`src/rtl/fft_out_serializer_if.sv`:
```
// Bus bundle for fft_out_serializer: the parallel frame input with its
// handshake, the serial sample output with its handshake, and status.
interface fft_out_serializer_if;
   logic signed [15:0] y0_r, y1_r, y2_r, y3_r, y4_r, y5_r, y6_r, y7_r;
   logic signed [15:0] y0_i, y1_i, y2_i, y3_i, y4_i, y5_i, y6_i, y7_i;
   logic               in_valid;
   logic               in_ready;
   logic signed [15:0] out_r;
   logic signed [15:0] out_i;
   logic [2:0]         out_idx;
   logic               out_last;
   logic               out_valid;
   logic               out_ready;
   logic               overflow;
   logic [1:0]         dbg_count;

   // Producer and consumer side (testbench / surrounding system)
   modport master (
      output y0_r, y1_r, y2_r, y3_r, y4_r, y5_r, y6_r, y7_r,
      output y0_i, y1_i, y2_i, y3_i, y4_i, y5_i, y6_i, y7_i,
      output in_valid, out_ready,
      input  in_ready, out_r, out_i, out_idx, out_last, out_valid,
      input  overflow, dbg_count
   );

   // Serializer side
   modport slave (
      input  y0_r, y1_r, y2_r, y3_r, y4_r, y5_r, y6_r, y7_r,
      input  y0_i, y1_i, y2_i, y3_i, y4_i, y5_i, y6_i, y7_i,
      input  in_valid, out_ready,
      output in_ready, out_r, out_i, out_idx, out_last, out_valid,
      output overflow, dbg_count
   );
endinterface

```
`src/rtl/fft_out_serializer.sv`:
```
// Ping-pong buffered serializer for 8-point FFT result frames.
// Handshakes: a transfer happens on a rising edge where valid && ready are
// both high; valid never depends on ready, and out_* stay stable while
// out_valid is high and out_ready is low.
// dbg_count exposes the number of buffered frames (0..2) for checkers.
module fft_out_serializer #(
   parameter int SHIFT   = 0,
   parameter bit BIT_REV = 1'b0
) (
   input  logic                 clk,
   input  logic                 reset,
   fft_out_serializer_if.slave  bus
);

   logic signed [15:0] y_r [8];
   logic signed [15:0] y_i [8];

   assign y_r[0] = bus.y0_r;  assign y_i[0] = bus.y0_i;
   assign y_r[1] = bus.y1_r;  assign y_i[1] = bus.y1_i;
   assign y_r[2] = bus.y2_r;  assign y_i[2] = bus.y2_i;
   assign y_r[3] = bus.y3_r;  assign y_i[3] = bus.y3_i;
   assign y_r[4] = bus.y4_r;  assign y_i[4] = bus.y4_i;
   assign y_r[5] = bus.y5_r;  assign y_i[5] = bus.y5_i;
   assign y_r[6] = bus.y6_r;  assign y_i[6] = bus.y6_i;
   assign y_r[7] = bus.y7_r;  assign y_i[7] = bus.y7_i;

   logic signed [15:0] buf_r_q [2][8];
   logic signed [15:0] buf_r_d [2][8];
   logic signed [15:0] buf_i_q [2][8];
   logic signed [15:0] buf_i_d [2][8];
   logic [1:0]         count_q, count_d;
   logic               wr_sel_q, wr_sel_d;
   logic               rd_sel_q, rd_sel_d;
   logic [2:0]         rd_cnt_q, rd_cnt_d;
   logic               overflow_q, overflow_d;

   logic               in_ready;
   logic               out_valid;
   logic               push;
   logic               pop;
   logic               last_pop;
   logic [2:0]         rd_idx;

   assign in_ready  = (count_q != 2'd2);
   assign out_valid = (count_q != 2'd0);
   assign push      = bus.in_valid && in_ready;
   assign pop       = out_valid && bus.out_ready;
   assign last_pop  = pop && (rd_cnt_q == 3'd7);
   assign rd_idx    = BIT_REV ? {rd_cnt_q[0], rd_cnt_q[1], rd_cnt_q[2]} : rd_cnt_q;

   assign bus.in_ready  = in_ready;
   assign bus.out_valid = out_valid;
   assign bus.out_idx   = rd_idx;
   assign bus.out_last  = (rd_cnt_q == 3'd7);
   assign bus.out_r     = buf_r_q[rd_sel_q][rd_idx] >>> SHIFT;
   assign bus.out_i     = buf_i_q[rd_sel_q][rd_idx] >>> SHIFT;
   assign bus.overflow  = overflow_q;
   assign bus.dbg_count = count_q;

   // Next state: capture into the write buffer, advance the read beat, and
   // keep the frame count consistent when capture and release coincide.
   always_comb begin
      buf_r_d    = buf_r_q;
      buf_i_d    = buf_i_q;
      wr_sel_d   = wr_sel_q;
      rd_sel_d   = rd_sel_q;
      rd_cnt_d   = rd_cnt_q;
      count_d    = count_q;
      overflow_d = overflow_q | (bus.in_valid & ~in_ready);

      if (push) begin
         for (int k = 0; k < 8; k++) begin
            buf_r_d[wr_sel_q][k] = y_r[k];
            buf_i_d[wr_sel_q][k] = y_i[k];
         end
         wr_sel_d = ~wr_sel_q;
      end

      if (pop) begin
         rd_cnt_d = rd_cnt_q + 3'd1;
      end
      if (last_pop) begin
         rd_sel_d = ~rd_sel_q;
      end

      case ({push, last_pop})
         2'b10:   count_d = count_q + 2'd1;
         2'b01:   count_d = count_q - 2'd1;
         default: count_d = count_q;
      endcase
   end

   // State registers; reset discards any buffered frames immediately.
   always_ff @(posedge clk or negedge reset) begin
      if (!reset) begin
         for (int b = 0; b < 2; b++) begin
            for (int k = 0; k < 8; k++) begin
               buf_r_q[b][k] <= '0;
               buf_i_q[b][k] <= '0;
            end
         end
         count_q    <= '0;
         wr_sel_q   <= 1'b0;
         rd_sel_q   <= 1'b0;
         rd_cnt_q   <= '0;
         overflow_q <= 1'b0;
      end else begin
         buf_r_q    <= buf_r_d;
         buf_i_q    <= buf_i_d;
         count_q    <= count_d;
         wr_sel_q   <= wr_sel_d;
         rd_sel_q   <= rd_sel_d;
         rd_cnt_q   <= rd_cnt_d;
         overflow_q <= overflow_d;
      end
   end

endmodule

```
`src/flat_wrapper.sv`:
```
// flat-port wrapper written by rule: the top's interface ports become plain ports
module fft_out_serializer_flat 
#(
   parameter int SHIFT   = 0,
   parameter bit BIT_REV = 1'b0
)
  (clk, reset, bus_y0_r, bus_y1_r, bus_y2_r, bus_y3_r, bus_y4_r, bus_y5_r, bus_y6_r, bus_y7_r, bus_y0_i, bus_y1_i, bus_y2_i, bus_y3_i, bus_y4_i, bus_y5_i, bus_y6_i, bus_y7_i, bus_in_valid, bus_out_ready, bus_in_ready, bus_out_r, bus_out_i, bus_out_idx, bus_out_last, bus_out_valid, bus_overflow, bus_dbg_count);
  fft_out_serializer_if bus_i ();
  input  logic clk;
  input  logic reset;
  input wire logic [$bits(bus_i.y0_r)-1:0] bus_y0_r;
  input wire logic [$bits(bus_i.y1_r)-1:0] bus_y1_r;
  input wire logic [$bits(bus_i.y2_r)-1:0] bus_y2_r;
  input wire logic [$bits(bus_i.y3_r)-1:0] bus_y3_r;
  input wire logic [$bits(bus_i.y4_r)-1:0] bus_y4_r;
  input wire logic [$bits(bus_i.y5_r)-1:0] bus_y5_r;
  input wire logic [$bits(bus_i.y6_r)-1:0] bus_y6_r;
  input wire logic [$bits(bus_i.y7_r)-1:0] bus_y7_r;
  input wire logic [$bits(bus_i.y0_i)-1:0] bus_y0_i;
  input wire logic [$bits(bus_i.y1_i)-1:0] bus_y1_i;
  input wire logic [$bits(bus_i.y2_i)-1:0] bus_y2_i;
  input wire logic [$bits(bus_i.y3_i)-1:0] bus_y3_i;
  input wire logic [$bits(bus_i.y4_i)-1:0] bus_y4_i;
  input wire logic [$bits(bus_i.y5_i)-1:0] bus_y5_i;
  input wire logic [$bits(bus_i.y6_i)-1:0] bus_y6_i;
  input wire logic [$bits(bus_i.y7_i)-1:0] bus_y7_i;
  input wire logic [$bits(bus_i.in_valid)-1:0] bus_in_valid;
  input wire logic [$bits(bus_i.out_ready)-1:0] bus_out_ready;
  output wire logic [$bits(bus_i.in_ready)-1:0] bus_in_ready;
  output wire logic [$bits(bus_i.out_r)-1:0] bus_out_r;
  output wire logic [$bits(bus_i.out_i)-1:0] bus_out_i;
  output wire logic [$bits(bus_i.out_idx)-1:0] bus_out_idx;
  output wire logic [$bits(bus_i.out_last)-1:0] bus_out_last;
  output wire logic [$bits(bus_i.out_valid)-1:0] bus_out_valid;
  output wire logic [$bits(bus_i.overflow)-1:0] bus_overflow;
  output wire logic [$bits(bus_i.dbg_count)-1:0] bus_dbg_count;
  assign bus_i.y0_r = bus_y0_r;
  assign bus_i.y1_r = bus_y1_r;
  assign bus_i.y2_r = bus_y2_r;
  assign bus_i.y3_r = bus_y3_r;
  assign bus_i.y4_r = bus_y4_r;
  assign bus_i.y5_r = bus_y5_r;
  assign bus_i.y6_r = bus_y6_r;
  assign bus_i.y7_r = bus_y7_r;
  assign bus_i.y0_i = bus_y0_i;
  assign bus_i.y1_i = bus_y1_i;
  assign bus_i.y2_i = bus_y2_i;
  assign bus_i.y3_i = bus_y3_i;
  assign bus_i.y4_i = bus_y4_i;
  assign bus_i.y5_i = bus_y5_i;
  assign bus_i.y6_i = bus_y6_i;
  assign bus_i.y7_i = bus_y7_i;
  assign bus_i.in_valid = bus_in_valid;
  assign bus_i.out_ready = bus_out_ready;
  assign bus_in_ready = bus_i.in_ready;
  assign bus_out_r = bus_i.out_r;
  assign bus_out_i = bus_i.out_i;
  assign bus_out_idx = bus_i.out_idx;
  assign bus_out_last = bus_i.out_last;
  assign bus_out_valid = bus_i.out_valid;
  assign bus_overflow = bus_i.overflow;
  assign bus_dbg_count = bus_i.dbg_count;
  fft_out_serializer #(.SHIFT(SHIFT), .BIT_REV(BIT_REV)) u_core (.clk(clk), .reset(reset), .bus(bus_i));
endmodule
```
`config.mk`:
```
export PLATFORM = sky130hd
export DESIGN_NAME = fft_out_serializer_flat
export DESIGN_NICKNAME = d
export VERILOG_FILES = /design/src/rtl/fft_out_serializer_if.sv /design/src/rtl/fft_out_serializer.sv /design/src/flat_wrapper.sv
export SDC_FILE = /design/constraint.sdc
export NUM_CORES = 1
export LEC_CHECK = 0
export ABC_AREA = 1
export CELL_PAD_IN_SITES_DETAIL_PLACEMENT = 0
export CELL_PAD_IN_SITES_GLOBAL_PLACEMENT = 1
export CORE_ASPECT_RATIO = 1.75
export CORE_MARGIN = 1
export CORE_UTILIZATION = 42
export DETAILED_ROUTE_END_ITERATION = 10
export MAX_ROUTING_LAYER = met4
export PLACE_DENSITY = 0.82
export SLEW_MARGIN = 20
export SYNTH_ARGS = -nofsm -noshare
export SYNTH_HDL_FRONTEND = slang
export SYNTH_SLANG_ARGS = --single-unit
```
`constraint.sdc`:
```
create_clock -name clk -period 1.8 [get_ports clk]
set_input_delay 0.27 -clock clk [delete_from_list [all_inputs] [get_ports clk]]
set_output_delay 0.27 -clock clk [all_outputs]
set_load 0.01 [all_outputs]
```
Word-level counts from Yosys, hierarchy flattened
Cells that the tools add are included.
{"block": "word_totals", "ff_bits": 520, "input_bits": 260, "out_inout_bits": 41, "elab_cells": 107}
{"block": "classes", "n_addsub": 3, "magnitude_cmp": 4, "n_eq_ne": 4, "mux": 45, "n_bitwise": 8, "reduce_logical": 6}
{"op": "$bwmux 256", "n": 16}
{"op": "$demux 128 s1", "n": 8}
{"op": "$mux 128", "n": 7}
{"op": "$mux 112", "n": 1}
{"op": "$bmux 16 s3", "n": 2}
{"op": "$mux 96", "n": 1}
{"op": "$mux 16", "n": 5}
{"op": "$mux 80", "n": 1}
{"op": "$mux 64", "n": 1}
{"op": "$mux 48", "n": 1}
{"op": "$mux 32", "n": 1}
{"op": "$ge 2x2->1 const B", "n": 2}
{"op": "$ge 4x4->1 const B", "n": 1}
{"op": "$logic_and 1x1->1", "n": 4}
{"op": "$not 1->2", "n": 2}
{"op": "$not 3->4", "n": 1}
{"op": "$pmux 2 s2", "n": 1}
{"op": "$reduce_bool 2->1", "n": 2}
{"op": "$add 3x1->3 const B", "n": 1}
{"op": "$eq 3x3->1 const B", "n": 1}
{"op": "$not 1->1", "n": 3}
{"op": "$add 2x1->2 const B", "n": 1}
{"op": "$eq 2x1->1 const B", "n": 1}
{"op": "$eq 2x2->1 const B", "n": 1}
{"op": "5 further kinds", "n": 5}

Depth between registers and ports, before layout
{"block": "depth", "depth_word": 13, "depth_mapped": 10, "mapped_depth_nobuf": 8}

Worst setup path before layout
Ideal clock, no wire load.
{"block": "synth_path", "kind": "register to register", "from": "reg u_core.rd_cnt_q[0], in the netlist u_core.bus.out_idx[0]", "to": "reg u_core.count_q[1], in the netlist u_core.bus.dbg_count[1]", "t_arrival_ps": 1629, "setup_slack_ps": 40, "stages_incl_launch_ff": 9, "path_buffers": 0, "synth_period_minus_slack_ps": 1760, "path_cell_list": "dfrtp_1 -> ha_1 -> ha_1 -> inv_1 -> nor2_1 -> ha_1 -> a21oi_1 -> o21ai_0 -> xor2_1"}
{"block": "synth_via", "elab_chain_len": 4, "elab_cells_between_ends": 6, "classes_between": "eq/ne: 3; mux: 1; reduce/logical: 2"}
{"element": "start, declared", "line_no": "fft_out_serializer.sv:34", "text": "logic [2:0] rd_cnt_q, rd_cnt_d;"}
{"element": "start signal, assigned", "line_no": "fft_out_serializer.sv:113", "text": "rd_cnt_q <= rd_cnt_d;"}
{"element": "$eq 3x3->1 *"}
{"element": "via bus_out_last", "line_no": "flat_wrapper.sv:33", "text": "output wire logic [$bits(bus_i.out_last)-1:0] bus_out_last;"}
{"element": "$logic_and 1x1->1 *", "line_no": "fft_out_serializer.sv:48", "text": "assign last_pop = pop && (rd_cnt_q == 3'd7);"}
{"element": "via u_core.last_pop", "line_no": "fft_out_serializer.sv:41", "text": "logic last_pop;"}
{"element": "$eq 2x1->1 / $eq 2x2->1 (equally long branches)", "line_no": "fft_out_serializer.sv:86", "text": "case ({push, last_pop})"}
{"element": "$pmux 2 s2 / $reduce_bool 2->1 (equally long branches)"}
{"element": "end signal, assigned", "line_no": "fft_out_serializer.sv:110", "text": "count_q <= count_d;"}
{"element": "end, declared", "line_no": "fft_out_serializer.sv:31", "text": "logic [1:0] count_q, count_d;"}
The timed path passes the listed nets; every way through them passes the cells marked *.
A chain may end at the register's enable or synchronous reset.

Final worst setup path
{"block": "layout_path", "from": "reg u_core.rd_sel_q", "to": "out bus_out_i[6]"}
{"block": "layout_via", "elab_chain_len": 7}
{"element": "start, declared", "line_no": "fft_out_serializer.sv:33", "text": "logic rd_sel_q, rd_sel_d;"}
{"element": "start signal, assigned", "line_no": "fft_out_serializer.sv:112", "text": "rd_sel_q <= rd_sel_d;"}
{"element": "$not 1->2 (not written as such)", "line_no": "fft_out_serializer.sv:56", "text": "assign bus.out_i = buf_i_q[rd_sel_q][rd_idx] >>> SHIFT;"}
{"element": "$mux 128 (not written as such) (3 in a row)", "line_no": "fft_out_serializer.sv:56"}
{"element": "$bmux 16 s3", "line_no": "fft_out_serializer.sv:56"}
{"element": "$mux 16 (not written as such) (2 in a row)", "line_no": "fft_out_serializer.sv:56"}
{"element": "end, declared", "line_no": "flat_wrapper.sv:31", "text": "output wire logic [$bits(bus_i.out_i)-1:0] bus_out_i;"}
Every way passes these cells. The select of a mux whose other input is x is not followed.

==> summary.txt <==
Run status
  • Outcome: finished, violations left
  • Failing checks: setup timing

Placed design
  • PortBufs: 300
  • Post-DP HPWL: 62.17 mm
  • Placed inst area: 31790 um2
  • DP Worst Slack: -593.3 ps
  • Gpl congestion: 0.8882

Clock tree
  • Latest clock arrival within the worst-skew pair: 590 ps
  • CTS sink count: 520
  • CTS Buffer Depth: 3
  • Root Driver: clkbuf_16
  • Total CTS buffers: 51
  • CTS tree: done
  • H-tree depth: 2
  • Clock Pin Slew Worst Setup and Hold Paths: 70 ps

Logic synthesis
  • Synthesized flop and latch total: 520
  • Cell variety after synth: 20
  • Mapped Cells: 3489
  • Ys Warns: 0
  • Sequential share of the synthesized area: 48.90%
  • Mean post-synth cell area: 7.626 um2
  • Synthesized Nets: 3752
  • Post-synthesis cell area: 26610 um2

Die
  • Core Area: 62370 um2
  • IO Pins: 301
  • Cell row count: 121
  • Die Span Y: 335.0 um
  • Die width: 192.3 um
  • Die area: 64400 um2
  • Starting Density: 42.66%

Critical path
  • CP delay by family, top: buffers and inverters
  • Setup crit start kind: flip-flop
  • Critical path class: reg2out
  • CP Cell Sequence: buf_12, buf_16, buf_6, nand2_1, nand2_1, nand2_1, nand3_2, buf_6, nand3_2, nand2_2, buf_6
  • Crit. End Element: output pin
  • Buffers & Inverters on Critical Path: 5
  • Critical Path RT: 1530 ps
  • Slowest stage cell, crit path: dfrtp_4
  • Max FO, Critical Path: 8
  • Delay of the slowest critical-path stage: 560 ps
  • Critical Path AT: 2290 ps

GRT
  • Antenna violations before repair: 1
  • Vias in the first global route: 23770
  • Total GRT Usage: 28.92%
  • First-pass GRT wire length: 136.6 mm
  • GRT overflow: 0
  • Pin count of the biggest net entering global routing: 83

Final layout
  • Most common cell after layout, fill and taps aside: nand2_1
  • P&R area growth vs syn: 39.62%
  • Layout cells sized above 1: 25.61%
  • Final non-filler cell area: 37150 um2
  • Layout Nets: 4161
  • Commonest cells after routing, fill and taps aside: nand2_1 (1047), inv_1 (641), dfrtp_1 (516), o21ai_0 (262), clkdlybuf4s50_1 (258)
  • Final core utilization: 59.56%
  • Fill cell count: 5620

Route
  • DRT Pass-1 Iters: 5
  • Vias/cell: 4.991
  • Initial DRC count: 1513
  • Routed vias: 23640
  • Final ANT Viol Nets: 0
  • Drt total wl: 90.19 mm
  • DR DRC count: 0
  • Avg WL per Cell: 19.04 um

Power
  • Leakage: 19.04 nW
  • Worst vdd ir: 0.001207 V
  • Pwr per Cell Area: 1987 nW/um2
  • Total Power: 73.84 mW

Worst hold path
  • Worst hold path class: in2async

STA
  • Final Max Tran Viols: 0
  • Fin worst setup slack: -756.8 ps
  • Final count of hold timing violations: 0
  • FMAX: 0.3911 GHz
  • Worst Tran Pin Value: 513.5 ps
  • Count of final setup violators: 37
  • Period minus WS final: 2557 ps
  • Max-slew headroom: 65.77%
  • Unrepaired setup endpoints after global routing: true
  • Clk_skew: 19.93 ps
  • Fin crit share: 142.0%

Run
  • Max Cap Viol: 0
==> sequential cells by signal, indices dropped and copies added (netlist names) <==
name / flops
u_core.wr_sel_q: 1
u_core.bus.overflow: 1
u_core.rd_sel_q: 1
u_core.bus.dbg_count: 2
u_core.buf_r_q: 256
u_core.bus.out_idx: 3
u_core.buf_i_q: 256
==> logic make-up after synthesis <==
logic type	Yosys count	synth area share, %
compound gates	517	12.84
flops	520	48.90
buf+inv	866	13.87
simple gates	1579	24.11
xor+xnor	4	0.1317
fa+ha+maj	3	0.1411
==> power breakdown <==
part / switching [mW] / internal [mW]
clock: 4.73 / 6.62
sequential: 3.25 / 17.2
combinational: 23.7 / 18.3
total: 31.6 / 42.2
==> cells in the mapped netlist <==
library cell	instances	area share (%)
nand2_1	1188	17
inv_1	646	9.1
dfrtp_1	520	49
nand3_1	385	7.2
o21ai_0	263	4.9
o21ai_2	220	7.2
clkbuf_1	103	1.5
buf_6	53	2.2
buf_2	33	0.62
buf_1	30	0.42
o21ai_1	30	0.56
a21oi_1	3	0.056
ha_1	3	0.14
nor2_1	3	0.042
xor2_1	3	0.099
nand2_2	2	0.047
a31o_2	1	0.033
inv_2	1	0.014
or2_1	1	0.024
xnor2_1	1	0.033
==> worst register-to-register path, cell delays in order, from the launching register on <==
cell,delay (ps)
dfrtp_4,480
buf_12,120
buf_12,130
ha_4,140
ha_4,150
inv_4,40
nor2_4,210
ha_4,250
a21oi_2,90
o21ai_1,80
xor2_1,140
==> layer usage <==
layer	up-vias	part of all wire, %	track usage [%]
met2	658	51	49.05
met5	-	0	-
met3	175	3.9	2.616
met1	11320	40	34.42
met4	0	5.0	13.44
li1	11480	-	-
==> cell type report <==
type,count,area (um2),share of cell area (%)
flip-flops and latches,520,13030,35.06
multi-input cells,2103,11950,32.18
repair buffers,575,6972,18.77
inverters,647,2450,6.594
clock buffers,77,1546,4.163
well taps,799,999.7,2.691
clock inverters,14,201.4,0.5422
diodes,1,2.502,0.006736
==> worst paths after layout <==
check,from,cells past startpoint,endpoint,slack [ps]
max,u_core.rd_sel_q,11,bus_out_i[6],-760
min,reset,2,u_core.buf_i_q[65],150
max reg2reg,u_core.bus.out_idx[0],10,u_core.bus.dbg_count[1],-130
min reg2reg,u_core.bus.overflow,1,u_core.bus.overflow,470
max in group asynchronous,reset,4,u_core.buf_r_q[250],860
min in group clk,bus_y2_r[5],3,u_core.buf_r_q[213],250
==> timing repair <==
item	in CTS	in global routing
buffers inserted	29	16
setup endpoints to repair	42	40
endpoints found under the hold margin	211	0
gates resized for setup	523	243
pin swaps	107	124
cloned	22	10
hold buffers	1	0
==> metrics by stage <==
stage,hold WS (ps),TNS (ps),cells
2_1_floorplan,-25.59,0,3489
4_1_cts,140.9,-24350,4719
6_report,151.2,-23430,4736
5_1_grt,180.6,-25560,4736
3_3_place_gp,193.0,-18990,4578
3_5_place_dp,190.5,-20290,4578
No activity file was read; power rests on OpenSTA's default activity.
